**config.mk**
```make
export PLATFORM = sky130hd
export DESIGN_NAME = lane_collector
export DESIGN_NICKNAME = d
export VERILOG_FILES = /design/src/rtl/lane_collector.sv
export SDC_FILE = /design/constraint.sdc
export NUM_CORES = 2
export LEC_CHECK = 0
export BUFFER_PORTS_ARGS = -buffer_cell sky130_fd_sc_hd__buf_4
export CORE_MARGIN = 4
export CORE_UTILIZATION = 55
export CTS_BUF_LIST = sky130_fd_sc_hd__clkbuf_4
export DETAILED_ROUTE_END_ITERATION = 12
export GPL_TIMING_DRIVEN = 1
export HOLD_SLACK_MARGIN = 0.15
export PLACE_DENSITY = 0.72
export RECOVER_POWER = 100
export SYNTH_ARGS = -nofsm -noshare
export SYNTH_HDL_FRONTEND = slang
export SYNTH_SLANG_ARGS = --single-unit
```
**constraint.sdc**
```tcl
create_clock -name clk -period 12.7 [get_ports clk]
set_clock_uncertainty 0.2 [all_clocks]
set_input_delay 0.635 -clock clk [delete_from_list [all_inputs] [get_ports clk]]
set_output_delay 0.635 -clock clk [all_outputs]
set_load 0.005 [all_outputs]
```
**src/rtl/lane_collector.sv**
```systemverilog
// Four-lane RX deskew and reassembly: per-lane FIFOs aligned on the common sync
// marker, with realignment on sync mismatch, FIFO overflow or sync timeout.
module lane_collector #(
  parameter int UNITWIDTH    = 66,
  parameter int FIFO_DEPTH   = 8,
  parameter int SYNC_TIMEOUT = 1100
) (
  input  logic                   clk,
  input  logic                   reset,
  input  logic [UNITWIDTH-1:0]   in_rxdata0,
  input  logic [UNITWIDTH-1:0]   in_rxdata1,
  input  logic [UNITWIDTH-1:0]   in_rxdata2,
  input  logic [UNITWIDTH-1:0]   in_rxdata3,
  input  logic                   in_rxdata_en0,
  input  logic                   in_rxdata_en1,
  input  logic                   in_rxdata_en2,
  input  logic                   in_rxdata_en3,
  input  logic                   in_rxsync0,
  input  logic                   in_rxsync1,
  input  logic                   in_rxsync2,
  input  logic                   in_rxsync3,
  output logic [4*UNITWIDTH-1:0] out_rxdata,
  output logic                   out_rxdata_en,
  output logic                   out_aligned,
  output logic                   out_align_err
);
  localparam int AW = $clog2(FIFO_DEPTH);
  localparam int CW = $clog2(SYNC_TIMEOUT + 1);
  localparam logic [CW-1:0] CNT_MAX = CW'(SYNC_TIMEOUT);

  typedef enum logic {HUNT, ALIGNED} state_t;

  state_t                 state_reg, state_next;
  logic [CW-1:0]          cnt_reg, cnt_next;
  logic [4*UNITWIDTH-1:0] wr_data, head_data, rxdata_reg;
  logic [3:0]             wr_en, wr_sync, empty, full, head_sync, pop;
  logic                   flush, err_next, en_next, err_reg, en_reg;
  logic                   all_valid, all_sync, any_sync;

  assign wr_data = {in_rxdata3, in_rxdata2, in_rxdata1, in_rxdata0};
  assign wr_en   = {in_rxdata_en3, in_rxdata_en2, in_rxdata_en1, in_rxdata_en0};
  assign wr_sync = {in_rxsync3, in_rxsync2, in_rxsync1, in_rxsync0};

  genvar gi;
  generate
    for (gi = 0; gi < 4; gi++) begin : g_lane
      logic [UNITWIDTH:0] mem [FIFO_DEPTH];
      // Pointers carry one extra bit so full and empty are distinguishable.
      logic [AW:0]        wr_ptr_reg, rd_ptr_reg;

      always_ff @(posedge clk) begin
        if (reset || flush) begin
          wr_ptr_reg <= '0;
          rd_ptr_reg <= '0;
        end else begin
          if (wr_en[gi]) wr_ptr_reg <= wr_ptr_reg + 1'b1;
          if (pop[gi])   rd_ptr_reg <= rd_ptr_reg + 1'b1;
        end
      end

      always_ff @(posedge clk) begin
        if (wr_en[gi])
          mem[wr_ptr_reg[AW-1:0]] <= {wr_sync[gi], wr_data[gi*UNITWIDTH +: UNITWIDTH]};
      end

      assign empty[gi]     = (wr_ptr_reg == rd_ptr_reg);
      assign full[gi]      = (wr_ptr_reg[AW] != rd_ptr_reg[AW]) &&
                             (wr_ptr_reg[AW-1:0] == rd_ptr_reg[AW-1:0]);
      assign head_sync[gi] = mem[rd_ptr_reg[AW-1:0]][UNITWIDTH];
      assign head_data[gi*UNITWIDTH +: UNITWIDTH] = mem[rd_ptr_reg[AW-1:0]][UNITWIDTH-1:0];
    end
  endgenerate

  assign all_valid = &(~empty);
  assign all_sync  = &head_sync;
  assign any_sync  = |head_sync;

  always_comb begin
    pop        = '0;
    state_next = state_reg;
    cnt_next   = cnt_reg;
    err_next   = 1'b0;
    en_next    = 1'b0;
    flush      = 1'b0;
    case (state_reg)
      HUNT: begin
        cnt_next = '0;
        pop      = ~empty & ~head_sync;
        if (all_valid && all_sync) begin
          pop        = 4'hF;
          state_next = ALIGNED;
        end
      end
      ALIGNED: begin
        cnt_next = (cnt_reg == CNT_MAX) ? cnt_reg : cnt_reg + 1'b1;
        if (all_valid && any_sync && !all_sync) begin
          err_next   = 1'b1;
          state_next = HUNT;
        end else if (all_valid && all_sync) begin
          pop      = 4'hF;
          cnt_next = '0;
        end else if (cnt_reg == CNT_MAX) begin
          err_next   = 1'b1;
          state_next = HUNT;
        end else if (all_valid) begin
          pop     = 4'hF;
          en_next = 1'b1;
        end
      end
      default: state_next = HUNT;
    endcase
    // A write into a full lane that is not draining this cycle loses data: start over.
    if (|(wr_en & full & ~pop)) begin
      flush      = 1'b1;
      pop        = '0;
      en_next    = 1'b0;
      err_next   = 1'b1;
      cnt_next   = '0;
      state_next = HUNT;
    end
  end

  always_ff @(posedge clk) begin
    if (reset) begin
      state_reg  <= HUNT;
      cnt_reg    <= '0;
      rxdata_reg <= '0;
      en_reg     <= 1'b0;
      err_reg    <= 1'b0;
    end else begin
      state_reg <= state_next;
      cnt_reg   <= cnt_next;
      en_reg    <= en_next;
      err_reg   <= err_next;
      if (en_next) rxdata_reg <= head_data;
    end
  end

  assign out_rxdata    = rxdata_reg;
  assign out_rxdata_en = en_reg;
  assign out_aligned   = (state_reg == ALIGNED);
  assign out_align_err = err_reg;
endmodule

```
### Word level (Yosys, flattened, before mapping)

Memories as Yosys holds them, arrays and structs flattened. A register that Yosys moved wholly into a read port is not among the register bits.
Index checks and enable logic that the tools add are counted.

| storage, ports and cells | value |
|---|---|
| register bits | 310 |
| bits in writable memories | 2144 |
| bits of input ports | 274 |
| output and inout port bits | 267 |
| word-level logic and storage cells | 104 |
| memories | 4 |

Memories:

| memory | words | width | rd ports | clocked after memory_dff | write ports | RTL line | source |
|---|---|---|---|---|---|---|---|
| g_lane[0].mem | 8 | 67 | 1 | 1 | 1 | 47 | `logic [UNITWIDTH:0] mem [FIFO_DEPTH];` |
| g_lane[1].mem | 8 | 67 | 1 | 1 | 1 | 47 |  |
| g_lane[2].mem | 8 | 67 | 1 | 1 | 1 | 47 |  |
| g_lane[3].mem | 8 | 67 | 1 | 1 | 1 | 47 |  |

| cells by class | value |
|---|---|
| add/sub/neg operators | 9 |
| equality and inequality tests | 13 |
| mux-type cells | 44 |
| bitwise operators | 7 |
| reductions and logical operators | 14 |

Operators with widths:

| operator | number |
|---|---|
| 11-bit two-way mux | 3 |
| 4-bit by 1-bit adder with 4-bit output (second input constant) | 8 |
| 1-bit two-way mux | 24 |
| 3-bit two-way mux | 8 |
| 4-bit two-way mux | 6 |
| 11-bit one-hot mux with 2 select lines | 1 |
| 4-bit equality test | 4 |
| 4-bit AND | 3 |
| 3-bit equality test | 4 |
| 4-bit NOT | 3 |
| 11-bit by 1-bit adder with 11-bit output (second input constant) | 1 |
| 11-bit equality test (second input constant) | 1 |
| 4-bit one-hot mux with 2 select lines | 1 |
| 4-bit AND reduction | 2 |
| 4-bit OR reduction | 2 |
| 1-bit logical AND | 7 |
| 5-bit OR reduction | 1 |
| 1-bit != test | 4 |
| 1-bit one-hot mux with 2 select lines | 1 |
| 1-bit zero test | 1 |
| 1-bit logical OR | 1 |
| 1-bit NOT | 1 |

### Depth between registers and ports, before layout

| logic depth | value |
|---|---|
| depth after elaboration | 14 |
| mapped depth | 11 |
| depth with buffers taken out | 9 |

### Worst setup path after synthesis

OpenSTA, ideal clock, no wires.

| path | value |
|---|---|
| path type | input -> register |
| start | in in_rxdata_en2 |
| end | mem g_lane[2].mem[0][0] (netlist bit) (enable) |
| library setup time | 0.575 ns |
| arrival time | 5.299 ns |
| data required time | 11.925 ns |
| setup slack | 6.626 ns |
| stages on the path | 2 |
| buffers on the path | 0 |
| path through | nand2b_1 nor3_1 |

| on the way | value |
|---|---|
| word-level cells in the longest chain between the ends | 2 |

Ends and longest elaborated chain:

| item | RTL line | source |
|---|---|---|
| start: declaration | 16 | `input logic in_rxdata_en2,` |
| 1-bit two-way mux | 62 | `if (wr_en[gi])` |
| 1-bit two-way mux (implied by the code) | 63 | `mem[wr_ptr_reg[AW-1:0]] <= {wr_sync[gi], wr_data[gi*UNITWIDTH +: UNITWIDTH]};` |
| end: declaration | 47 |  |

No other way between the ends.

==> summary.txt <==
Placed wire-length estimate: 106 mm
Syn. warnings: 0
Initial drt markers: 3510
Capturing element type of the critical path: register
CTS Root Cell: clkbuf_4
Utilization after layout: 0.672
WP data required: 13.72 ns
Hold path startpoint: in_rxdata_en2
Filler Cell Count: 10.9k
Hold depth: 4
Total power: 18200 uW
CP startpoint kind: register
Number of remaining DRC errors: 0
Yosys cell types: 38
Number of cells on the worst reg-to-reg path: 10
Area of the multi-input gates: 19400 sq um
Share of layout cells above drive strength 1: 0.316
Gr usage total: 0.238
First-pass DRT Iterations: 5
Worst slew pin tran: 4.35 ns
GPL Wtd Cong: 0.739
Worst hold endpoint: g_lane[2].wr_ptr_reg[0]
Gate Count Post-Synth: 4334
# port buffers: 540
CTS tree: yes
Max reg flops: 2144
Overflow after GRT: 0
Final WL: 204 mm
Worst r2r dst: out_rxdata[99]
Sequential standard cell area: 70900 sq um
Vias in the first global route: 51.6k
Failing checks: capacitance limit, slew limit
Number of primary I/O pins: 541
Post-synth EDFFs: 2144
Die Span X: 415 um
Clk_lat worst skew: 1.38 ns
H-tree Lvls: 6
Die area: 173000 sq um
First-pass GRT wire length: 310 mm
Via count: 48.3k
Sequential area share after synthesis: 0.776
Vias per cell: 5.62
R2R setup slack: 4.65 ns
Setup CP Type: register to register
Clk sinks: 2466
Max Fclk: 124 MHz
P&R area growth vs syn: 21.5%
Final net count: 6155
Outcome: complete, but fails checks
Normalized max-slew margin: -1.90
Worst Path Arrival: 9.07 ns
Ys flop type: edfxtp_1
Core Rows: 149
Clock period minus worst slack: 8.05 ns
Detail Route Antenna Nets: 0
LEAKAGE: 0.0358 uW
Core ar.: 165000 sq um
Post-Syn Area: 91300 sq um
Final Hold Viols: 0
Fin. max-slew vios: 2305
Pin count of the biggest net entering global routing: 210
Initial antenna violation count: 31
Clock Pin Slew Worst Setup and Hold Paths: 0.06 ns
Max cap viols: 64
CTS Buffer Depth: 4
WL/cell: 23.8 um
Hold Crit Class: input port to register
Crit path max fanout: 82
Async S/R FF share, synth: 0
Die H: 415 um
Initial core utilization: 0.553
Max IR drop VDD: 149 uV
Period utilization: 0.634
Yosys reg bits: 2466
PostCTS Resize Cnt: 0
Avg Cell Area, Syn: 21.1 sq um
RSZ-0062 raised after global routing: false
Setup TNS: 0 ns
# setup viols final: 0
Power per Cell Area: 164 nW/um^2
Total CTS buffers: 623
Post-synth net total: 4618
-- critical path: stages (launching register included) --
cell and delay (ns):
dfxtp_1 1.35, clkbuf_1 2.22, mux2i_1 0.36, mux4_2 0.40
nand4_1 0.20, nor3_1 0.44, buf_4 0.64, buf_4 0.80
buf_4 0.83, nor2_1 0.09, a211oi_1 0.25
-- power by group --
| part | switching [uW] | leakage [uW] | internal [uW] |
|---|---|---|---|
| clock | 3080 | 0.00489 | 3730 |
| combinational | 973 | 0.00881 | 1260 |
| sequential | 175 | 0.0221 | 8990 |
-- kinds of logic after synthesis --
| kind of cell | share of synthesized area |
|---|---|
| AO/OA/AOI/OAI | 0.0233 |
| XOR/XNOR | 0.00432 |
| adder cells (fa/ha/maj) | 0.00137 |
| buffers and inverters | 0.0121 |
| flip-flops | 0.776 |
| multiplexers | 0.163 |
| AND/OR/NAND/NOR | 0.0202 |
-- synth_stat cells, drive strengths merged (15+ instances only) --
library cell,count,share of area
xnor2,21,0.0020
nor3,15,0.00088
a211oi,264,0.022
buf,125,0.0064
mux4,532,0.13
mux2i,289,0.032
edfxtp,2144,0.71
xor2,24,0.0023
dfxtp,322,0.071
clkbuf,131,0.0054
nand2b,17,0.0012
nand2,25,0.0010
nor2,345,0.014
nand3,17,0.00093
-- how the worst max path moves through the flow --
stage	from	end	depth (start not counted)
global route	register	out_rxdata[94]	10
finish	register	out_rxdata[99]	10
global placement	register	out_rxdata[104]	10
detailed placement	register	out_rxdata[86]	10
CTS	register	out_rxdata[85]	10
floorplan	in_rxdata_en2	g_lane[2].mem[0][0]	2
-- layer usage --
metal	up-vias	GRT usage	routed length [um]
li1	21400	-	-
met1	24700	0.298	77900
met2	1739	0.399	105000
met3	414	0.0540	13000
met4	4	0.110	8350
met5	-	0	26
-- final cells by class --
cell class / instances / area share
antenna: 34 / 0.000767
tap: 2189 / 0.0247
timing repair buffer: 1168 / 0.0866
clock buffer: 963 / 0.0652
clock inverter: 150 / 0.00856
multi-input combinational: 1605 / 0.175
inverter: 7 / 0.000237
sequential: 2466 / 0.639
-- through the flow --
step | hold WS, ns | cell area (sq um) | cells | worst slack (ns)
after floorplan | 0.294 | 91300 | 4334 | 6.63
after global placement | 0.285 | 97900 | 6883 | 7.26
after detailed placement | 0.291 | 97900 | 6883 | 7.10
after CTS | 0.176 | 112000 | 8548 | 7.06
after global routing | 0.0973 | 111000 | 8574 | 3.69
final | 0.184 | 111000 | 8582 | 4.65
-- cells in the final DEF (no fill, tap or decap), types with 17 or more instances in the layout --
master / netlist / layout
xor2_1: 24 / 24
buf_4: 3 / 27
clkbuf_1: 131 / 160
clkinv_1: 0 / 114
a211oi_1: 264 / 264
dfxtp_1: 322 / 311
edfxtp_1: 2144 / 2144
xnor2_1: 21 / 21
nand3_1: 17 / 17
nand2b_1: 17 / 17
mux4_2: 532 / 532
clkbuf_4: 0 / 1386
nor2_1: 345 / 337
diode_2: 0 / 34
mux2i_1: 289 / 289
dlygate4sd3_1: 0 / 551
nand2_1: 25 / 25
-- what timing repair did --
item,in CTS,in global routing
endpoints found under the hold margin,3063,0
hold buffers,552,0
buffers inserted,0,0
No activity file was read; power rests on OpenSTA's default activity.
